`src/rtl/decode_stage.sv`:
```
// RV32I decode stage: registers decoded fields and control for execute.
// Ports: IF packet in (vld/data), registered stall out, execute stall/flush in, decoded bundle out.
module decode_stage #(
    parameter int ADDR_WIDTH = 32,
    parameter int INST_WIDTH = 32,
    parameter int PKT_WIDTH  = ADDR_WIDTH + INST_WIDTH
) (
    input  logic                  clk,
    input  logic                  rst_n,
    input  logic                  i_if_pkt_vld,
    input  logic [PKT_WIDTH-1:0]  i_if_pkt_data,
    output logic                  o_stall,
    input  logic                  i_stall,
    input  logic                  i_flush,
    output logic                  o_id_vld,
    output logic [ADDR_WIDTH-1:0] o_pc,
    output logic [4:0]            o_rs1,
    output logic [4:0]            o_rs2,
    output logic [4:0]            o_rd,
    output logic [2:0]            o_funct3,
    output logic [31:0]           o_imm,
    output logic [3:0]            o_alu_op,
    output logic                  o_src_a_pc,
    output logic                  o_src_b_imm,
    output logic                  o_reg_wr,
    output logic                  o_mem_rd,
    output logic                  o_mem_wr,
    output logic                  o_branch,
    output logic                  o_jump,
    output logic                  o_illegal
);

    localparam logic [3:0] ALU_ADD  = 4'd0;
    localparam logic [3:0] ALU_SUB  = 4'd1;
    localparam logic [3:0] ALU_SLL  = 4'd2;
    localparam logic [3:0] ALU_SLT  = 4'd3;
    localparam logic [3:0] ALU_SLTU = 4'd4;
    localparam logic [3:0] ALU_XOR  = 4'd5;
    localparam logic [3:0] ALU_SRL  = 4'd6;
    localparam logic [3:0] ALU_SRA  = 4'd7;
    localparam logic [3:0] ALU_OR   = 4'd8;
    localparam logic [3:0] ALU_AND  = 4'd9;
    localparam logic [3:0] ALU_PASS = 4'd10;

    localparam logic [6:0] OPC_LUI   = 7'b0110111;
    localparam logic [6:0] OPC_AUIPC = 7'b0010111;
    localparam logic [6:0] OPC_JAL   = 7'b1101111;
    localparam logic [6:0] OPC_JALR  = 7'b1100111;
    localparam logic [6:0] OPC_BR    = 7'b1100011;
    localparam logic [6:0] OPC_LOAD  = 7'b0000011;
    localparam logic [6:0] OPC_STORE = 7'b0100011;
    localparam logic [6:0] OPC_OPIMM = 7'b0010011;
    localparam logic [6:0] OPC_OP    = 7'b0110011;
    localparam logic [6:0] OPC_FENCE = 7'b0001111;

    logic                 skid_full;
    logic [PKT_WIDTH-1:0] skid_pkt;
    logic                 accept;
    logic                 advance;
    logic                 src_vld;
    logic [PKT_WIDTH-1:0] src_pkt;
    logic [31:0]          inst;
    logic [6:0]           opcode;
    logic [2:0]           f3;
    logic [6:0]           f7;
    logic [31:0]          imm_i, imm_s, imm_b, imm_u, imm_j;
    logic [3:0]           f3_alu;

    logic [31:0] imm;
    logic [3:0]  alu;
    logic        a_pc, b_imm, reg_wr, mem_rd, mem_wr, branch, jump, illegal;

    assign o_stall = skid_full;
    assign accept  = i_if_pkt_vld && !skid_full;
    assign advance = !o_id_vld || !i_stall;
    // The skid always holds the oldest packet, so it wins the output slot.
    assign src_pkt = skid_full ? skid_pkt : i_if_pkt_data;
    assign src_vld = skid_full || accept;

    assign inst   = src_pkt[INST_WIDTH-1:0];
    assign opcode = inst[6:0];
    assign f3     = inst[14:12];
    assign f7     = inst[31:25];

    assign imm_i = {{20{inst[31]}}, inst[31:20]};
    assign imm_s = {{20{inst[31]}}, inst[31:25], inst[11:7]};
    assign imm_b = {{19{inst[31]}}, inst[31], inst[7], inst[30:25], inst[11:8], 1'b0};
    assign imm_u = {inst[31:12], 12'b0};
    assign imm_j = {{11{inst[31]}}, inst[31], inst[19:12], inst[20], inst[30:21], 1'b0};

    // inst[30] only selects SRA/SUB; legality checks reject every other funct7.
    always_comb begin
        f3_alu = ALU_ADD;
        unique case (f3)
            3'b000: f3_alu = ALU_ADD;
            3'b001: f3_alu = ALU_SLL;
            3'b010: f3_alu = ALU_SLT;
            3'b011: f3_alu = ALU_SLTU;
            3'b100: f3_alu = ALU_XOR;
            3'b101: f3_alu = inst[30] ? ALU_SRA : ALU_SRL;
            3'b110: f3_alu = ALU_OR;
            3'b111: f3_alu = ALU_AND;
            default: f3_alu = ALU_ADD;
        endcase
    end

    always_comb begin
        imm     = '0;
        alu     = ALU_ADD;
        a_pc    = 1'b0;
        b_imm   = 1'b0;
        reg_wr  = 1'b0;
        mem_rd  = 1'b0;
        mem_wr  = 1'b0;
        branch  = 1'b0;
        jump    = 1'b0;
        illegal = 1'b0;
        unique case (opcode)
            OPC_LUI: begin
                imm = imm_u; alu = ALU_PASS; b_imm = 1'b1; reg_wr = 1'b1;
            end
            OPC_AUIPC: begin
                imm = imm_u; a_pc = 1'b1; b_imm = 1'b1; reg_wr = 1'b1;
            end
            OPC_JAL: begin
                imm = imm_j; a_pc = 1'b1; jump = 1'b1; reg_wr = 1'b1;
            end
            OPC_JALR: begin
                imm = imm_i; a_pc = 1'b1; jump = 1'b1; reg_wr = 1'b1;
                illegal = (f3 != 3'b000);
            end
            OPC_BR: begin
                imm = imm_b; alu = ALU_SUB; branch = 1'b1;
                illegal = (f3 == 3'b010) || (f3 == 3'b011);
            end
            OPC_LOAD: begin
                imm = imm_i; b_imm = 1'b1; mem_rd = 1'b1; reg_wr = 1'b1;
                illegal = (f3 == 3'b011) || (f3 == 3'b110) || (f3 == 3'b111);
            end
            OPC_STORE: begin
                imm = imm_s; b_imm = 1'b1; mem_wr = 1'b1;
                illegal = (f3 > 3'b010);
            end
            OPC_OPIMM: begin
                imm = imm_i; b_imm = 1'b1; reg_wr = 1'b1; alu = f3_alu;
                illegal = ((f3 == 3'b001) && (f7 != 7'h00)) ||
                          ((f3 == 3'b101) && (f7 != 7'h00) && (f7 != 7'h20));
            end
            OPC_OP: begin
                reg_wr = 1'b1;
                alu = (f3 == 3'b000 && inst[30]) ? ALU_SUB : f3_alu;
                illegal = !((f7 == 7'h00) ||
                            ((f7 == 7'h20) && ((f3 == 3'b000) || (f3 == 3'b101))));
            end
            OPC_FENCE: begin
                imm = '0;
            end
            default: illegal = 1'b1;
        endcase
        if (inst[1:0] != 2'b11) illegal = 1'b1;
        if (illegal) begin
            imm    = '0;
            alu    = ALU_ADD;
            a_pc   = 1'b0;
            b_imm  = 1'b0;
            reg_wr = 1'b0;
            mem_rd = 1'b0;
            mem_wr = 1'b0;
            branch = 1'b0;
            jump   = 1'b0;
        end
        if (inst[11:7] == 5'd0) reg_wr = 1'b0;
    end

    always_ff @(posedge clk or negedge rst_n) begin
        if (!rst_n) begin
            skid_full   <= 1'b0;
            skid_pkt    <= '0;
            o_id_vld    <= 1'b0;
            o_pc        <= '0;
            o_rs1       <= '0;
            o_rs2       <= '0;
            o_rd        <= '0;
            o_funct3    <= '0;
            o_imm       <= '0;
            o_alu_op    <= '0;
            o_src_a_pc  <= 1'b0;
            o_src_b_imm <= 1'b0;
            o_reg_wr    <= 1'b0;
            o_mem_rd    <= 1'b0;
            o_mem_wr    <= 1'b0;
            o_branch    <= 1'b0;
            o_jump      <= 1'b0;
            o_illegal   <= 1'b0;
        end else if (i_flush) begin
            skid_full <= 1'b0;
            o_id_vld  <= 1'b0;
        end else if (advance) begin
            skid_full <= 1'b0;
            o_id_vld  <= src_vld;
            if (src_vld) begin
                o_pc        <= src_pkt[PKT_WIDTH-1:INST_WIDTH];
                o_rs1       <= inst[19:15];
                o_rs2       <= inst[24:20];
                o_rd        <= inst[11:7];
                o_funct3    <= f3;
                o_imm       <= imm;
                o_alu_op    <= alu;
                o_src_a_pc  <= a_pc;
                o_src_b_imm <= b_imm;
                o_reg_wr    <= reg_wr;
                o_mem_rd    <= mem_rd;
                o_mem_wr    <= mem_wr;
                o_branch    <= branch;
                o_jump      <= jump;
                o_illegal   <= illegal;
            end
        end else if (accept) begin
            skid_full <= 1'b1;
            skid_pkt  <= i_if_pkt_data;
        end
    end

endmodule

```
`config.mk`:
```
export PLATFORM = sky130hd
export DESIGN_NAME = decode_stage
export DESIGN_NICKNAME = d
export VERILOG_FILES = /design/src/rtl/decode_stage.sv
export SDC_FILE = /design/constraint.sdc
export NUM_CORES = 1
export LEC_CHECK = 0
export BUFFER_PORTS_ARGS = -buffer_cell sky130_fd_sc_hd__buf_2
export CAP_MARGIN = 10
export CORE_UTILIZATION = 54
export CTS_CLUSTER_DIAMETER = 150
export DETAILED_ROUTE_END_ITERATION = 10
export PLACE_DENSITY = 0.85
export SLEW_MARGIN = 25
export SYNTH_ARGS = -nofsm -noshare
export SYNTH_HDL_FRONTEND = slang
export SYNTH_SLANG_ARGS = --single-unit
```
`constraint.sdc`:
```
create_clock -name clk -period 2.4 [get_ports clk]
set_input_delay 0 -clock clk [delete_from_list [all_inputs] [get_ports clk]]
set_output_delay 0 -clock clk [all_outputs]
set_load 0.01 [all_outputs]
```
Yosys cells after proc, flatten, opt, wreduce, memory -nomap -nowiden
Cells that the tools add are included.

word-level totals
  bits in registers = 160
  input port bits = 69
  output and inout port bits = 96
  word-level logic and storage cells = 105

cells by class
  order comparisons = 1
  equality and inequality tests = 20
  mux-type cells = 30
  bitwise operators = 2
  reduce and logical (&&, ||, !) cells = 34

operator list
  operator                                               number
  case mux 32 bit (5 select lines)                       1
  2-to-1 mux 64 bit                                      1
  2-to-1 mux 32 bit                                      1
  case mux 4 bit (8 select lines)                        1
  == test 7 x 6 -> 1 bit, second input constant          4
  2-to-1 mux 1 bit                                       22
  == test 7 bit, second input constant                   3
  case mux 4 bit (4 select lines)                        1
  == test 7 x 5 -> 1 bit, second input constant          2
  == test 3 bit, second input constant                   4
  logical OR 1 bit                                       8
  2-to-1 mux 4 bit                                       2
  == test 7 x 2 -> 1 bit, second input constant          1
  == test 7 x 4 -> 1 bit, second input constant          1
  logical NOT 7 bit                                      1
  inequality test 7 x 6 -> 1 bit, second input constant  1
  case mux 1 bit (7 select lines)                        1
  nonzero test 7 bit                                     1
  OR reduction 7 bit                                     1
  == test 3 x 2 -> 1 bit, second input constant          2
  logical AND 1 bit                                      6
  AND reduction 3 bit                                    2
  nonzero test 3 bit                                     2
  OR reduction 3 bit                                     2
  11 further kinds                                       16

Depth between registers and ports, before layout
  depth after elaboration = 10
  depth in mapped cells = 10
  gate-level depth less buffers = 6

Worst setup path after synthesis
No wires, ideal clock.

  kind = register to register
  from = reg skid_full, in the netlist o_stall
  to = reg o_imm[12]
  library setup time = 0.077 ns
  data arrival time = 2.182 ns
  required time = 2.323 ns
  path slack = 0.141 ns
  cell stages (with the launch flop) = 9
  path buffers = 3
  cell sequence = dfrtp_1 buf_6 buf_6 mux2_4 a221oi_4 and3b_1 or4_4 buf_6 o21ai_1

on the way
  cells in the longest elaborated chain, start to end = 9
  elaborated cells between the ends (all ways) = 47
  classes of those cells = order compare: 1; eq/ne: 19; mux: 5; reduce/logical: 22

ends and longest elaborated chain
  item                                                       RTL line  source
  start, declared                                            56        logic skid_full;
  start signal, assigned                                     177       skid_full <= 1'b0;
  start signal, assigned                                     196       skid_full <= 1'b0;
  start signal, assigned                                     199       skid_full <= 1'b0;
  2-to-1 mux 64 bit                                          77        assign src_pkt = skid_full ? skid_pkt : i_if_pkt_data;
  == test 3 bit / logical NOT 3 bit (equally long branches)  147, 153
  logical OR 1 bit                                           153       ((f7 == 7'h20) && ((f3 == 3'b000) || (f3 == 3'b101))));
  logical AND 1 bit                                          153
  logical OR 1 bit                                           152       illegal = !((f7 == 7'h00) ||
  logical NOT 1 bit                                          152
  case mux 1 bit (7 select lines)                            118       unique case (opcode)
  2-to-1 mux 1 bit                                           160       if (inst[1:0] != 2'b11) illegal = 1'b1;
  2-to-1 mux 32 bit                                          161       if (illegal) begin
  end signal, assigned                                       207       o_imm <= imm;
  end, declared                                              21        output logic [31:0] o_imm,

Several ways; a longest one is shown, not always the timed one.
A chain may end at the register's enable or synchronous reset.

Worst setup path after layout
  from = reg skid_full, in the netlist o_stall
  to = reg o_imm[15]

Same word-level chain as after synthesis.

==> implementation parameters <==
Parameter                              Value

Outcome
  Status ... finished with violations
  Violations in the final reports ... setup timing

Detailed routing
  Final routed DRC violation total ... 0
  Detailed-route via count ... 6291
  Antenna Nets Post-Route ... 0
  Total iterations of the first detailed-routing run ... 7
  Number of DRC markers in iteration 0 ... 463
  Mean number of vias per cell ... 5.683
  Routed Wire Length ... 20620 um
  DR WL/cell ... 18.63 um

Placement
  Post-placement cell area ... 0.008636 mm^2
  Total half-perimeter wirelength after legalization and detailed placement ... 12870 um
  Cell count after placement ... 1003
  IO Port Bufs ... 164
  Final weighted congestion in routability-driven placement ... 0.9237

Timing
  Final worst path period need ... 2.457 ns
  Worst Skew ... 0.009198 ns
  Tcrit/Tclk final ... 102.4%
  Post-route worst setup slack ... -0.05747 ns
  Max Clk Rate ... 0.4069 GHz
  Total negative setup slack ... -0.5675 ns
  Setup violations, final ... 17
  Number of hold-slack violations in the final timing report ... 0
  Max transition margin ... 55.97%
  Pins Over Slew Limit ... 0
  Transition time at the pin with the least slew margin ... 0.6554 ns
  Unrepaired setup endpoints after global routing ... true

Final layout
  Net count of the finished layout ... 991
  Leading cell types in the layout, fill and taps excluded ... buf_2, dfrtp_1, nand2_1
  Most frequent standard cell in the layout excluding fill and tap cells ... buf_2
  Ratio of cells with drive above 1 in the final layout ... 38.24%
  Utilization after layout ... 76.06%
  ANT cells ... 0
  Final standard cell area without fillers ... 0.01011 mm^2
  Non-filler cells, final ... 1107
  Signed area change from the synthesized netlist to the final layout ... 36.54%

Floorplan
  Effective utilization at floorplan ... 55.70%
  Site row count ... 42
  Boundary pin count ... 165
  Die W ... 119.1 um
  Floorplan die area ... 0.01419 mm^2
  Floorplan Core Area ... 0.01330 mm^2
  Die Ht ... 119.1 um

Power and ir drop
  Portion of total power attributed to the clock network ... 34.9%
  Internal power consumption ... 5.126 mW
  Cell leakage power ... 4.728 nW
  Total Power ... 7.071 mW
  Cell area power density ... 699.3 mW/mm^2
  Reg power frac ... 48.3%
  Switch Pwr ... 1.946 mW
  Sw frac ... 27.51%
  Maximum vdd drop ... 531.0 uV
  Logic gate share of total power ... 16.7%

Run
  Max-cap violations ... 0

Setup path
  Crit path kind ... reg2reg
  Critical R2R Launch ... o_stall
  Arrival time of the worst setup path ... 2.80 ns
  Startpoint class of the critical path ... flop
  Critical Path Start ... o_stall
  CP endpoint kind ... flop
  Max Fanout on Critical Path ... 7
  Data required time at the worst endpoint ... 2.75 ns

Yosys
  Top_reg_cell synth ... dfrtp_1
  Sequential fraction of the synthesis area ... 54.06%
  Post-synthesis cell area ... 0.007406 mm^2
  Net Count, Synth ... 729
  Number of different library cells in the post-synthesis netlist ... 55
  Post-synth EDFFs ... 0
  Warnings, synthesis ... 0
  Mean instance size in the synthesized netlist ... 11.22 um^2
  Synthesized flop and latch total ... 160
  Post-synthesis async set-or-reset flop share ... 100.0%
  Gate count after technology mapping ... 660

Global routing
  Via count of the first global-routing pass ... 6544
  Residual overflow from global routing ... 0
  Pin count of the biggest net entering global routing ... 137
  Total global routing track utilization ... 30.59%
  Number of antenna violations at the first check in global routing ... 0
  Wire length of the first global-routing pass ... 33490 um

CTS
  Worst-skew pair later-pin latency ... 0.42 ns
  CTS tree ... done
  Inserted Clock Buffers ... 17
  Root buffer cell ... clkbuf_16
  Buffer depth of the longest clock path ... 2
  Clock-pin slew of the registers on the worst-case setup and hold paths ... 0.06 ns
  Clock sinks ... 160
  Deepest level of the CTS H-tree ... 4

Min path
  HP Class ... in2async
-- critical path, stage by stage (launching register included) --
cell,delay [ns]
dfrtp_4,0.53
buf_12,0.16
mux2i_2,0.23
a211oi_2,0.09
a221oi_2,0.40
o311ai_4,0.19
or4_4,0.62
o21ai_1,0.15
-- layer usage --
layer  vias to the layer above  wire length (um)  GRT usage, %
met5                         -                 0             0
li1                       2894                 -             -
met3                        48              1525         9.052
met2                       261             10210         50.94
met1                      3088              8358         37.62
met4                         0               525         11.23
-- power groups by stage --
stage / Combinational, mW / Clock (mW) / Sequential [mW]
floorplan: 0.564 / 0 / 3.43
global placement: 1.01 / 0 / 3.40
detailed placement: 1.05 / 0 / 3.43
CTS: 1.16 / 2.50 / 3.39
global route: 1.30 / 2.63 / 3.46
finish: 1.18 / 2.47 / 3.42
-- cell usage after synthesis (3+ instances only) --
cell,count,area share (%)
o21ai_0,59,4.0
dfrtp_1,160,54
o21ai_1,23,1.6
a211oi_1,3,0.30
a32o_1,7,0.95
inv_1,7,0.35
buf_1,3,0.15
nor2_1,10,0.51
buf_6,3,0.46
o31ai_1,3,0.30
mux2_2,78,12
nand3_1,9,0.61
nand3b_1,3,0.30
mux2i_1,50,6.8
a22o_1,4,0.47
nor2b_1,3,0.25
nand2b_1,5,0.42
nor3_1,10,0.68
buf_2,8,0.54
mux2_4,3,0.61
a21oi_1,30,2.0
clkbuf_1,22,1.1
o22a_1,6,0.71
nand2_1,110,5.6
a32oi_1,3,0.35
-- layout make-up --
class	instances	area, um^2
clock buffers	18	429.2
clock inverters	10	92.59
fillers	881	3183
inverters	7	26.28
multi-input cells	454	3326
flip-flops and latches	160	4008
well taps	176	220.2
repair buffers	282	2011
-- registers in the layout (all words and copies together), names as in the netlist, 3 cells and up --
name,count
o_alu_op,4
o_funct3,3
o_imm,32
o_pc,32
o_rd,5
o_rs1,5
o_rs2,5
skid_pkt,64
-- cells by family (layout without fill, tap and decap cells) --
group / Yosys count / after routing / share of synthesized area [%]
and+or+nand+nor: 166 / 167 / 10.41
DFF: 160 / 160 / 54.06
AOI/OAI and AO/OA: 154 / 154 / 12.77
muxes: 131 / 131 / 19.23
buffers and inverters: 47 / 317 / 3.294
xor gates and xnor gates: 2 / 2 / 0.2366
-- timing repair --
item / 4_1_cts / 5_1_grt
hold buffers: 68 / 0
buffers inserted: 7 / 0
hold endpoints to repair: 218 / 0
endpoints found under the setup margin: 37 / 40
pin swaps: 14 / 9
cloned: 2 / 0
gates resized for setup: 23 / 11
-- path summary, 6_finish.rpt --
| check | to | slack [ns] | cells after the start |
|---|---|---|---|
| max | o_imm[15] | -0.06 | 7 |
| min | o_illegal | 0.11 | 2 |
| max reg2reg | o_imm[15] | -0.06 | 7 |
| min reg2reg | o_funct3[0] | 0.47 | 2 |
| max in group asynchronous | o_pc[11] | 1.50 | 3 |
| min in group clk | o_stall | 0.11 | 4 |
-- metrics by stage --
stage	hold WS [ns]	setup WS (ns)
global placement	0.004634	-0.006293
finish	0.1066	-0.05747
detailed placement	0.001288	-0.06971
floorplan	-0.2956	0.1413
global route	0.1402	-0.1185
CTS	0.05652	-0.03395
Note: power is estimated with default switching activity, not from simulation.
